## src/rtl/mem_pkg.sv

```systemverilog
// Shared state type and widths for the MEM-stage data-memory access controller.
package mem_pkg;

   localparam int DATA_W = 64;
   localparam int REG_W  = 5;
   localparam int CNT_W  = 8;

   typedef enum logic {
      IDLE = 1'b0,
      WAIT = 1'b1
   } mem_state_t;

endpackage

```

## src/rtl/timeout_counter.sv

```systemverilog
// Counts WAIT cycles without an acknowledge; tc flags the cycle in which the
// count has reached TIMEOUT-1, i.e. the last cycle an ack can still complete.
module timeout_counter
   import mem_pkg::*;
#(
   parameter int TIMEOUT = 16
) (
   input  logic clk,
   input  logic reset,
   input  logic clr,
   input  logic en,
   output logic tc
);

   logic [CNT_W-1:0] cnt_p1;

   always_ff @(posedge clk or negedge reset) begin
      if (!reset) begin
         cnt_p1 <= '0;
      end else if (clr) begin
         cnt_p1 <= '0;
      end else if (en) begin
         cnt_p1 <= cnt_p1 + CNT_W'(1);
      end
   end

   assign tc = (cnt_p1 == CNT_W'(TIMEOUT - 1));

endmodule

```

## src/rtl/mem_access_unit.sv

```systemverilog
// MEM-stage controller: runs req/ack transactions to a variable-latency data
// memory, stalls upstream while busy, and produces the registered MEM/WB fields.
module mem_access_unit
   import mem_pkg::*;
#(
   parameter int TIMEOUT = 16
) (
   input  logic              clk,
   input  logic              reset,
   input  logic              memRead_MEM,
   input  logic              memWrite_MEM,
   input  logic              memToReg_MEM,
   input  logic              RegWrite_MEM,
   input  logic              branchLink_MEM,
   input  logic [REG_W-1:0]  targetReg_MEM,
   input  logic [DATA_W-1:0] toDataMem_MEM,
   input  logic [DATA_W-1:0] rd2_MEM,
   input  logic [DATA_W-1:0] linkAddr_MEM,
   output logic              dm_req,
   output logic              dm_we,
   output logic [DATA_W-1:0] dm_addr,
   output logic [DATA_W-1:0] dm_wdata,
   input  logic              dm_ack,
   input  logic [DATA_W-1:0] dm_rdata,
   output logic              mem_stall,
   output logic              RegWrite_WB,
   output logic [REG_W-1:0]  targetReg_WB,
   output logic [DATA_W-1:0] wbData_WB,
   output logic              bus_err
);

   mem_state_t        state_p1, state_nxt;
   logic              hold_we_p1, hold_we_nxt;
   logic [REG_W-1:0]  hold_tgt_p1, hold_tgt_nxt;
   logic              req_nxt, we_nxt, rw_nxt, err_nxt;
   logic [DATA_W-1:0] addr_nxt, wdata_nxt, wb_nxt;
   logic [REG_W-1:0]  tgt_nxt;
   logic              cnt_clr, cnt_en, cnt_tc;
   logic              access;

   assign access    = memRead_MEM | memWrite_MEM;
   assign mem_stall = ((state_p1 == IDLE) & access) | ((state_p1 == WAIT) & ~dm_ack);

   timeout_counter #(
      .TIMEOUT (TIMEOUT)
   ) u_timeout (
      .clk   (clk),
      .reset (reset),
      .clr   (cnt_clr),
      .en    (cnt_en),
      .tc    (cnt_tc)
   );

   always_comb begin
      state_nxt    = state_p1;
      req_nxt      = dm_req;
      we_nxt       = dm_we;
      addr_nxt     = dm_addr;
      wdata_nxt    = dm_wdata;
      hold_we_nxt  = hold_we_p1;
      hold_tgt_nxt = hold_tgt_p1;
      rw_nxt       = RegWrite_WB;
      tgt_nxt      = targetReg_WB;
      wb_nxt       = wbData_WB;
      err_nxt      = bus_err;
      cnt_clr      = 1'b0;
      cnt_en       = 1'b0;
      case (state_p1)
         IDLE: begin
            if (access) begin
               // A read+write combination is treated as a store with no write-back.
               addr_nxt     = toDataMem_MEM;
               wdata_nxt    = rd2_MEM;
               we_nxt       = memWrite_MEM;
               hold_tgt_nxt = targetReg_MEM;
               hold_we_nxt  = RegWrite_MEM & memToReg_MEM & ~memWrite_MEM;
               req_nxt      = 1'b1;
               cnt_clr      = 1'b1;
               rw_nxt       = 1'b0;
               state_nxt    = WAIT;
            end else begin
               rw_nxt  = RegWrite_MEM;
               tgt_nxt = targetReg_MEM;
               wb_nxt  = branchLink_MEM ? linkAddr_MEM : toDataMem_MEM;
            end
         end
         WAIT: begin
            if (dm_ack) begin
               req_nxt   = 1'b0;
               state_nxt = IDLE;
               if (dm_we) begin
                  rw_nxt = 1'b0;
               end else begin
                  rw_nxt  = hold_we_p1;
                  tgt_nxt = hold_tgt_p1;
                  wb_nxt  = dm_rdata;
               end
            end else begin
               cnt_en = 1'b1;
               rw_nxt = 1'b0;
               if (cnt_tc) begin
                  req_nxt   = 1'b0;
                  err_nxt   = 1'b1;
                  state_nxt = IDLE;
               end
            end
         end
         default: state_nxt = IDLE;
      endcase
   end

   // Request and hold registers
   always_ff @(posedge clk or negedge reset) begin
      if (!reset) begin
         state_p1    <= IDLE;
         dm_req      <= 1'b0;
         dm_we       <= 1'b0;
         dm_addr     <= '0;
         dm_wdata    <= '0;
         hold_we_p1  <= 1'b0;
         hold_tgt_p1 <= '0;
         bus_err     <= 1'b0;
      end else begin
         state_p1    <= state_nxt;
         dm_req      <= req_nxt;
         dm_we       <= we_nxt;
         dm_addr     <= addr_nxt;
         dm_wdata    <= wdata_nxt;
         hold_we_p1  <= hold_we_nxt;
         hold_tgt_p1 <= hold_tgt_nxt;
         bus_err     <= err_nxt;
      end
   end

   // MEM/WB pipeline register
   always_ff @(posedge clk or negedge reset) begin
      if (!reset) begin
         RegWrite_WB  <= 1'b0;
         targetReg_WB <= '0;
         wbData_WB    <= '0;
      end else begin
         RegWrite_WB  <= rw_nxt;
         targetReg_WB <= tgt_nxt;
         wbData_WB    <= wb_nxt;
      end
   end

endmodule

```

## config.mk

```make
export PLATFORM = sky130hd
export DESIGN_NAME = mem_access_unit
export DESIGN_NICKNAME = d
export VERILOG_FILES = /design/src/rtl/mem_pkg.sv /design/src/rtl/timeout_counter.sv /design/src/rtl/mem_access_unit.sv
export SDC_FILE = /design/constraint.sdc
export NUM_CORES = 1
export LEC_CHECK = 0
export CORE_AREA = 3 3 184 186
export CTS_BUF_LIST = sky130_fd_sc_hd__clkbuf_16
export CTS_CLUSTER_DIAMETER = 30
export DETAILED_ROUTE_END_ITERATION = 7
export DIE_AREA = 0 0 187 189
export GPL_TIMING_DRIVEN = 0
export RECOVER_POWER = 25
export SYNTH_ARGS = -nofsm -noshare
export SYNTH_HDL_FRONTEND = slang
export SYNTH_SLANG_ARGS = --single-unit
```

## constraint.sdc

```tcl
create_clock -name clk -period 1.4 [get_ports clk]
set_input_delay 0.21 -clock clk [delete_from_list [all_inputs] [get_ports clk]]
set_output_delay 0.21 -clock clk [all_outputs]
set_load 0.03 [all_outputs]
```

==> flow_summary.json, run 1 <==
{
  "outcome": "complete, but fails checks",
  "failed_checks": "setup timing",
  "cts_tree": "yes",
  "pwr_density_cell_nw_per_um2": 2220,
  "hold_viol": 0,
  "slew_headroom_pct": 49.4,
  "cts-htree-levels": 2,
  "drc": 0,
  "initial_core_util_pct": 29.2,
  "grt_overflow": 0,
  "die_x_microns": 187,
  "rsz0062_at_grt": "true",
  "clock_latency_ns": 0.56,
  "core_sq_um": 32500,
  "ir_worst_vdd_mv": 1.12,
  "cts_buffers": 56,
  "cts_max_path_buffers": 3,
  "leakage_nw": 8.48,
  "maxCapViolCount": 0,
  "rows": 66,
  "fin_area_sq_um": 16700,
  "cts-root-buf": "clkbuf_16",
  "fmax_mhz": 554,
  "first_pass_iters": 5,
  "synth_top_area_cell": "dfrtp_1",
  "worst_setup_path_start_kind": "flop",
  "track_usage_pct": 21.7,
  "critPathArrivalTime_ns": 1.60,
  "wl_microns": 40700,
  "diodes": 0,
  "worstMarginPinSlew_ns": 0.760,
  "syn_nets": 1343,
  "numPortBuffers": 469,
  "grt_max_degree": 97,
  "dpl.hpwl_microns": 29100,
  "layout_common_cells": "nand2_1, clkdlybuf4s50_1, dfrtp_1",
  "path_clk_slew_ns": 0.05,
  "critPathKind": "reg -> out",
  "synth_warnings": 0,
  "setup_tns_ns": -36.66,
  "grt_pass1_wl_microns": 59900,
  "mostFrequentLayoutCell": "nand2_1",
  "dieArea_sq_um": 35300,
  "io_pins": 471,
  "wl_per_cell_microns": 19.2,
  "vias_per_cell": 4.51,
  "utilization_pct": 51.4,
  "power.total_mw": 37.0,
  "hold_path.class": "in -> reg",
  "synth_cells": 1073,
  "routabilityCongestion": 0.836,
  "syn-cell-area_sq_um": 9490,
  "fin_ws_ns": -0.405,
  "die_h_microns": 189,
  "synth_seq_cells": 216,
  "setup_violations": 214,
  "ys_types": 32,
  "fin_skew_ns": 0.0169,
  "fin_crit_sh_pct": 129,
  "drive_above_1_share_pct": 25.0,
  "cts_num_sinks": 216,
  "final_max_slew_viol_count": 0,
  "seq_area_frac_synth_pct": 57.0,
  "postPlaceCellArea_sq_um": 14800,
  "synth_top_area_share_pct": 57.0,
  "ant_nets": 0,
  "path_max_fanout": 4,
  "fin_hold_ws_ns": 0.174,
  "antenna_found_initial": 0,
  "critPathRequiredTime_ns": 1.19,
  "crit_path_end_kind": "output port",
  "fin_nets": 1905,
  "grt_pass1_vias": 9871,
  "synthToLayoutAreaGrowth_pct": 76.0,
  "final.min_clock_period_ns": 1.81,
  "routed-via-count": 9588,
  "drt-initial-drc-count": 409,
  "ys_top_cells_by_area": "dfrtp_1, nand2_1, mux2i_1",
  "avgSynthCellArea_sq_um": 8.84
}
state kept, by name, summed over array words and instances (netlist names):
| signal | flops |
|---|---|
| dm_addr | 64 |
| dm_we | 1 |
| dm_wdata | 64 |
| hold_we_p1 | 1 |
| hold_tgt_p1 | 5 |
| u_timeout.cnt_p1 | 8 |
| state_p1 | 1 |
| RegWrite_WB | 1 |
| bus_err | 1 |
| targetReg_WB | 5 |
| dm_req | 1 |
| wbData_WB | 64 |
power by group:
part           internal, mW  leakage, nW  switching, mW
logic                  5.02         4.86           9.69
clock network          8.65        0.938           3.90
registers              8.57         2.67           1.21
stage by stage:
stage	setup WS [ns]	cells
3_5_place_dp	-0.784	1986
5_1_grt	-0.492	2124
6_report	-0.405	2124
4_1_cts	-0.441	2102
2_1_floorplan	0.00571	1073
3_3_place_gp	-10.60	1984
area by class of cell:
type | instances | area [sq um]
multi-input cells | 786 | 3800
flip-flops and latches | 216 | 5410
well taps | 442 | 553
fillers | 3128 | 15800
inverters | 2 | 7.51
clock inverters | 49 | 458
clock buffers | 56 | 1400
plain buffers | 67 | 692
repair buffers | 506 | 4370
cells by family (layout without fill, tap and decap cells):
| family | after synthesis | after routing | share of synthesized area [%] |
|---|---|---|---|
| muxes | 70 | 70 | 7.40 |
| DFF | 216 | 216 | 57.0 |
| adders and majority gates | 1 | 1 | 0.132 |
| xor gates and xnor gates | 2 | 2 | 0.185 |
| AOI/OAI and AO/OA | 153 | 153 | 8.72 |
| and+or+nand+nor | 560 | 560 | 22.6 |
| buffers and inverters | 71 | 680 | 4.02 |
final timing paths:
path	from	endpoint	slack, ns	cells after the start
worst max register to register	state_p1	wbData_WB[58]	-0.31	9
max in group asynchronous	reset	dm_wdata[15]	0.08	3
worst max-delay path	state_p1	mem_stall	-0.41	5
worst min register to register	dm_wdata[60]	dm_wdata[60]	0.46	2
worst min-delay path	rd2_MEM[55]	dm_wdata[55]	0.17	3
min in group asynchronous	reset	wbData_WB[1]	0.28	2
per-layer routing:
layer	share of wire [%]	up-vias	global-route usage [%]
li1	-	4621	-
met1	41	4541	26.0
met2	49	379	37.0
met3	8.6	47	8.02
met4	1.9	0	5.99
met5	0	-	0
worst max-delay path, cell delays in order (launching register included):
cell and delay [ns]:
dfrtp_2 0.45, buf_12 0.14, nor2b_4 0.12, nor2_2 0.14
inv_1 0.06, buf_6 0.13
cell usage after synthesis:
library cell,count
mux2i_1,69
xnor2_1,2
a41o_1,1
a2111oi_4,1
and2b_1,1
inv_1,2
nand3_1,6
nor3_4,1
o21a_1,1
clkbuf_2,4
or4_1,1
nor2b_1,1
a21oi_2,1
buf_2,43
o21ai_1,21
o21ba_2,1
a31oi_1,1
nand2b_1,1
ha_1,1
dfrtp_1,216
nor2_1,71
o21ai_0,56
nand2_1,476
o31ai_1,2
a2111oi_2,1
buf_4,7
mux2_2,1
or3_1,2
a21oi_1,66
o21bai_2,1
buf_6,4
clkbuf_1,11
what timing repair did:
item | CTS | global route
gates resized for setup | 1125 | 85
gates cloned | 2 | 17
endpoints found under the setup margin | 409 | 222
hold endpoints to repair | 216 | 0
hold buffers | 1 | 0
pin swaps | 3 | 8
buffers inserted | 8 | 8
Power figures use the tool's default switching activity.
==> run 2, diff against run 1 <==
--- a/config.mk
+++ b/config.mk
@@ -5,13 +5,16 @@
 export SDC_FILE = /design/constraint.sdc
 export NUM_CORES = 1
 export LEC_CHECK = 0
-export CORE_AREA = 3 3 184 186
+export CORE_AREA = 3 3 181 183
 export CTS_BUF_LIST = sky130_fd_sc_hd__clkbuf_16
 export CTS_CLUSTER_DIAMETER = 30
 export DETAILED_ROUTE_END_ITERATION = 7
-export DIE_AREA = 0 0 187 189
+export DIE_AREA = 0 0 184 186
 export GPL_TIMING_DRIVEN = 0
 export RECOVER_POWER = 25
+export SKIP_LAST_GASP = 1
+export SLEW_MARGIN = 20
 export SYNTH_ARGS = -nofsm -noshare
 export SYNTH_HDL_FRONTEND = slang
+export SYNTH_HIERARCHICAL = 1
 export SYNTH_SLANG_ARGS = --single-unit
==> flow_summary.json, run 2 <==
{
  "synth_edf_count": 0,
  "grt_overflow": 0,
  "cts_num_sinks": 216,
  "leakage_nw": 7.57,
  "r2r_slack_ns": -0.45,
  "fin_ws_ns": -0.499,
  "fin_skew_ns": 0.0110,
  "nFillCells": 2805,
  "ys_top_cells_by_area": "dfrtp_1, mux2_1, mux2i_1",
  "fmax_mhz": 527,
  "netlist_top_cells_count": "dfrtp_1, mux2_1, mux2i_1",
  "rsz0062_at_grt": "true",
  "synth_top_area_cell": "dfrtp_1",
  "first_pass_iters": 4,
  "syn-cell-area_sq_um": 9140,
  "utilization_pct": 52.4,
  "dpl.hpwl_microns": 25100,
  "r2r-end": "wbData_WB[0]",
  "top_regs": "dm_addr (64), dm_wdata (64), wbData_WB (64)",
  "outcome": "complete, but fails checks",
  "fin_crit_sh_pct": 136,
  "setup_tns_ns": -69.77,
  "critPathRequiredTime_ns": 1.19,
  "clock_latency_ns": 0.56,
  "postPlaceCellArea_sq_um": 14500,
  "io_pins": 471,
  "regToRegStartpoint": "state_p1",
  "grt_pass1_wl_microns": 50700,
  "routed-via-count": 7919,
  "crit_path_end_kind": "output port",
  "grt_max_degree": 93,
  "maxCapViolCount": 0,
  "fin_hold_ws_ns": 0.205,
  "hold-path-endpoint": "hold_we_p1",
  "ir_worst_vdd_mv": 1.64,
  "fin_nets": 1486,
  "path_max_fanout": 3,
  "pwr_density_cell_nw_per_um2": 2280,
  "die_x_microns": 184,
  "final_max_slew_viol_count": 0,
  "cts_max_path_buffers": 3,
  "dp_cells": 1525,
  "drt-initial-drc-count": 275,
  "synth_cells": 652,
  "rows": 65,
  "setup_violations": 238,
  "ys_dominant_reg_cell": "dfrtp_1",
  "avgSynthCellArea_sq_um": 14.0,
  "layout_common_cells": "clkdlybuf4s50_1, dfrtp_1, buf_2",
  "final.min_clock_period_ns": 1.90,
  "routabilityCongestion": 0.790,
  "wl_microns": 35800,
  "synth_warnings": 6,
  "cts_tree": "yes",
  "drive_above_1_share_pct": 36.6,
  "initial_core_util_pct": 29.1,
  "numPortBuffers": 469,
  "cts-root-buf": "clkbuf_16",
  "fin_area_sq_um": 16400,
  "critPathArrivalTime_ns": 1.69,
  "hold_path.class": "in -> reg",
  "cts-htree-levels": 2,
  "vias_per_cell": 4.74,
  "path_clk_slew_ns": 0.04,
  "whs_path_depth": 3,
  "core_sq_um": 31400,
  "synth_top_area_share_pct": 59.1,
  "layout.cells.non_filler": 1669,
  "drc": 0,
  "failed_checks": "setup timing",
  "antenna_found_initial": 3,
  "die_h_microns": 186,
  "dpl_worst_slack_ns": -0.952,
  "slew_headroom_pct": 31.0,
  "synth_seq_cells": 216,
  "worstMarginPinSlew_ns": 1.03,
  "synthToLayoutAreaGrowth_pct": 79.8,
  "synthArstFlopShare_pct": 100,
  "yosysMostFrequentCell": "dfrtp_1",
  "dieArea_sq_um": 34200,
  "power.total_mw": 37.5,
  "grt_pass1_vias": 8463,
  "seq_area_frac_synth_pct": 59.1,
  "worst_r2r_path_depth": 8,
  "worstHoldStart": "memToReg_MEM",
  "cts_buffers": 57,
  "critPathKind": "reg -> out",
  "worst_setup_path_start_kind": "flop",
  "wl_per_cell_microns": 21.5,
  "ys_types": 34,
  "track_usage_pct": 19.3,
  "syn_nets": 922,
  "mostFrequentLayoutCell": "clkdlybuf4s50_1",
  "hold_viol": 0,
  "ant_nets": 0
}
==> run 2: cell types whose count changed in the layout (fill, tap and decap cells not counted), moves of 14 or more <==
cell	before	now
a21oi_1	65	1
a221o_1	0	64
mux2_1	0	74
mux2_2	1	40
mux2_4	0	20
nand2_1	471	2
o21ai_0	18	4
o21ai_1	45	4
==> run 2: layer usage <==
metal	track usage, %	up-vias	wire length [microns]
met1	21.5	3870	13300
met4	7.32	0	1070
met5	0	-	0
met2	32.5	402	17300
met3	8.87	75	4080
li1	-	3572	-
==> run 2: what timing repair did <==
action	4_1_cts	5_1_grt
pin swaps	0	7
endpoints found under the setup margin	418	221
cloned	1	14
endpoints found under the hold margin	216	0
setup buffers	7	11
hold buffers	1	0
gates resized for setup	1044	107
==> run 2: report_power, final <==
part / switching [mW] / internal, mW / leakage [nW]
sequential: 1.29 / 8.70 / 2.58
combinational: 8.56 / 5.62 / 4.03
clock: 4.02 / 9.31 / 0.964
total: 13.9 / 23.6 / 7.57
==> run 2: how the worst max path moves through the flow <==
stage	from	end	slack [ns]	cells after the start
floorplan	dm_we	wbData_WB[58]	-0.08	5
global placement	reset	dm_we	-10.63	1
detailed placement	memWrite_MEM	mem_stall	-0.95	6
CTS	state_p1	mem_stall	-0.53	6
global route	state_p1	mem_stall	-0.56	6
finish	state_p1	mem_stall	-0.50	6
==> run 2: worst max-delay path, stage by stage (launching register included) <==
cell      delay (ns)
dfrtp_1         0.39
buf_6           0.12
o21bai_4        0.17
buf_12          0.14
buf_12          0.12
nand2_4         0.05
buf_6           0.13
==> run 2: cell type report <==
| class | count | area [sq um] | share of cell area [%] |
|---|---|---|---|
| sequential | 216 | 5410 | 32.9 |
| timing repair buffer | 505 | 4350 | 26.4 |
| multi-input combinational | 387 | 3630 | 22.1 |
| clock buffer | 58 | 1450 | 8.83 |
| buffer | 47 | 547 | 3.33 |
| clock inverter | 50 | 541 | 3.29 |
| tap | 402 | 503 | 3.06 |
| inverter | 2 | 12.5 | 0.0761 |
| antenna | 2 | 5.00 | 0.0304 |
==> run 2: logic make-up after synthesis <==
group	after synthesis	share of synthesized area, %
AO/OA/AOI/OAI	81	8.06
XOR/XNOR	4	0.383
adder cells (fa/ha/maj)	1	0.137
buffers and inverters	49	3.48
flip-flops	216	59.1
multiplexers	204	24.2
AND/OR/NAND/NOR	97	4.67
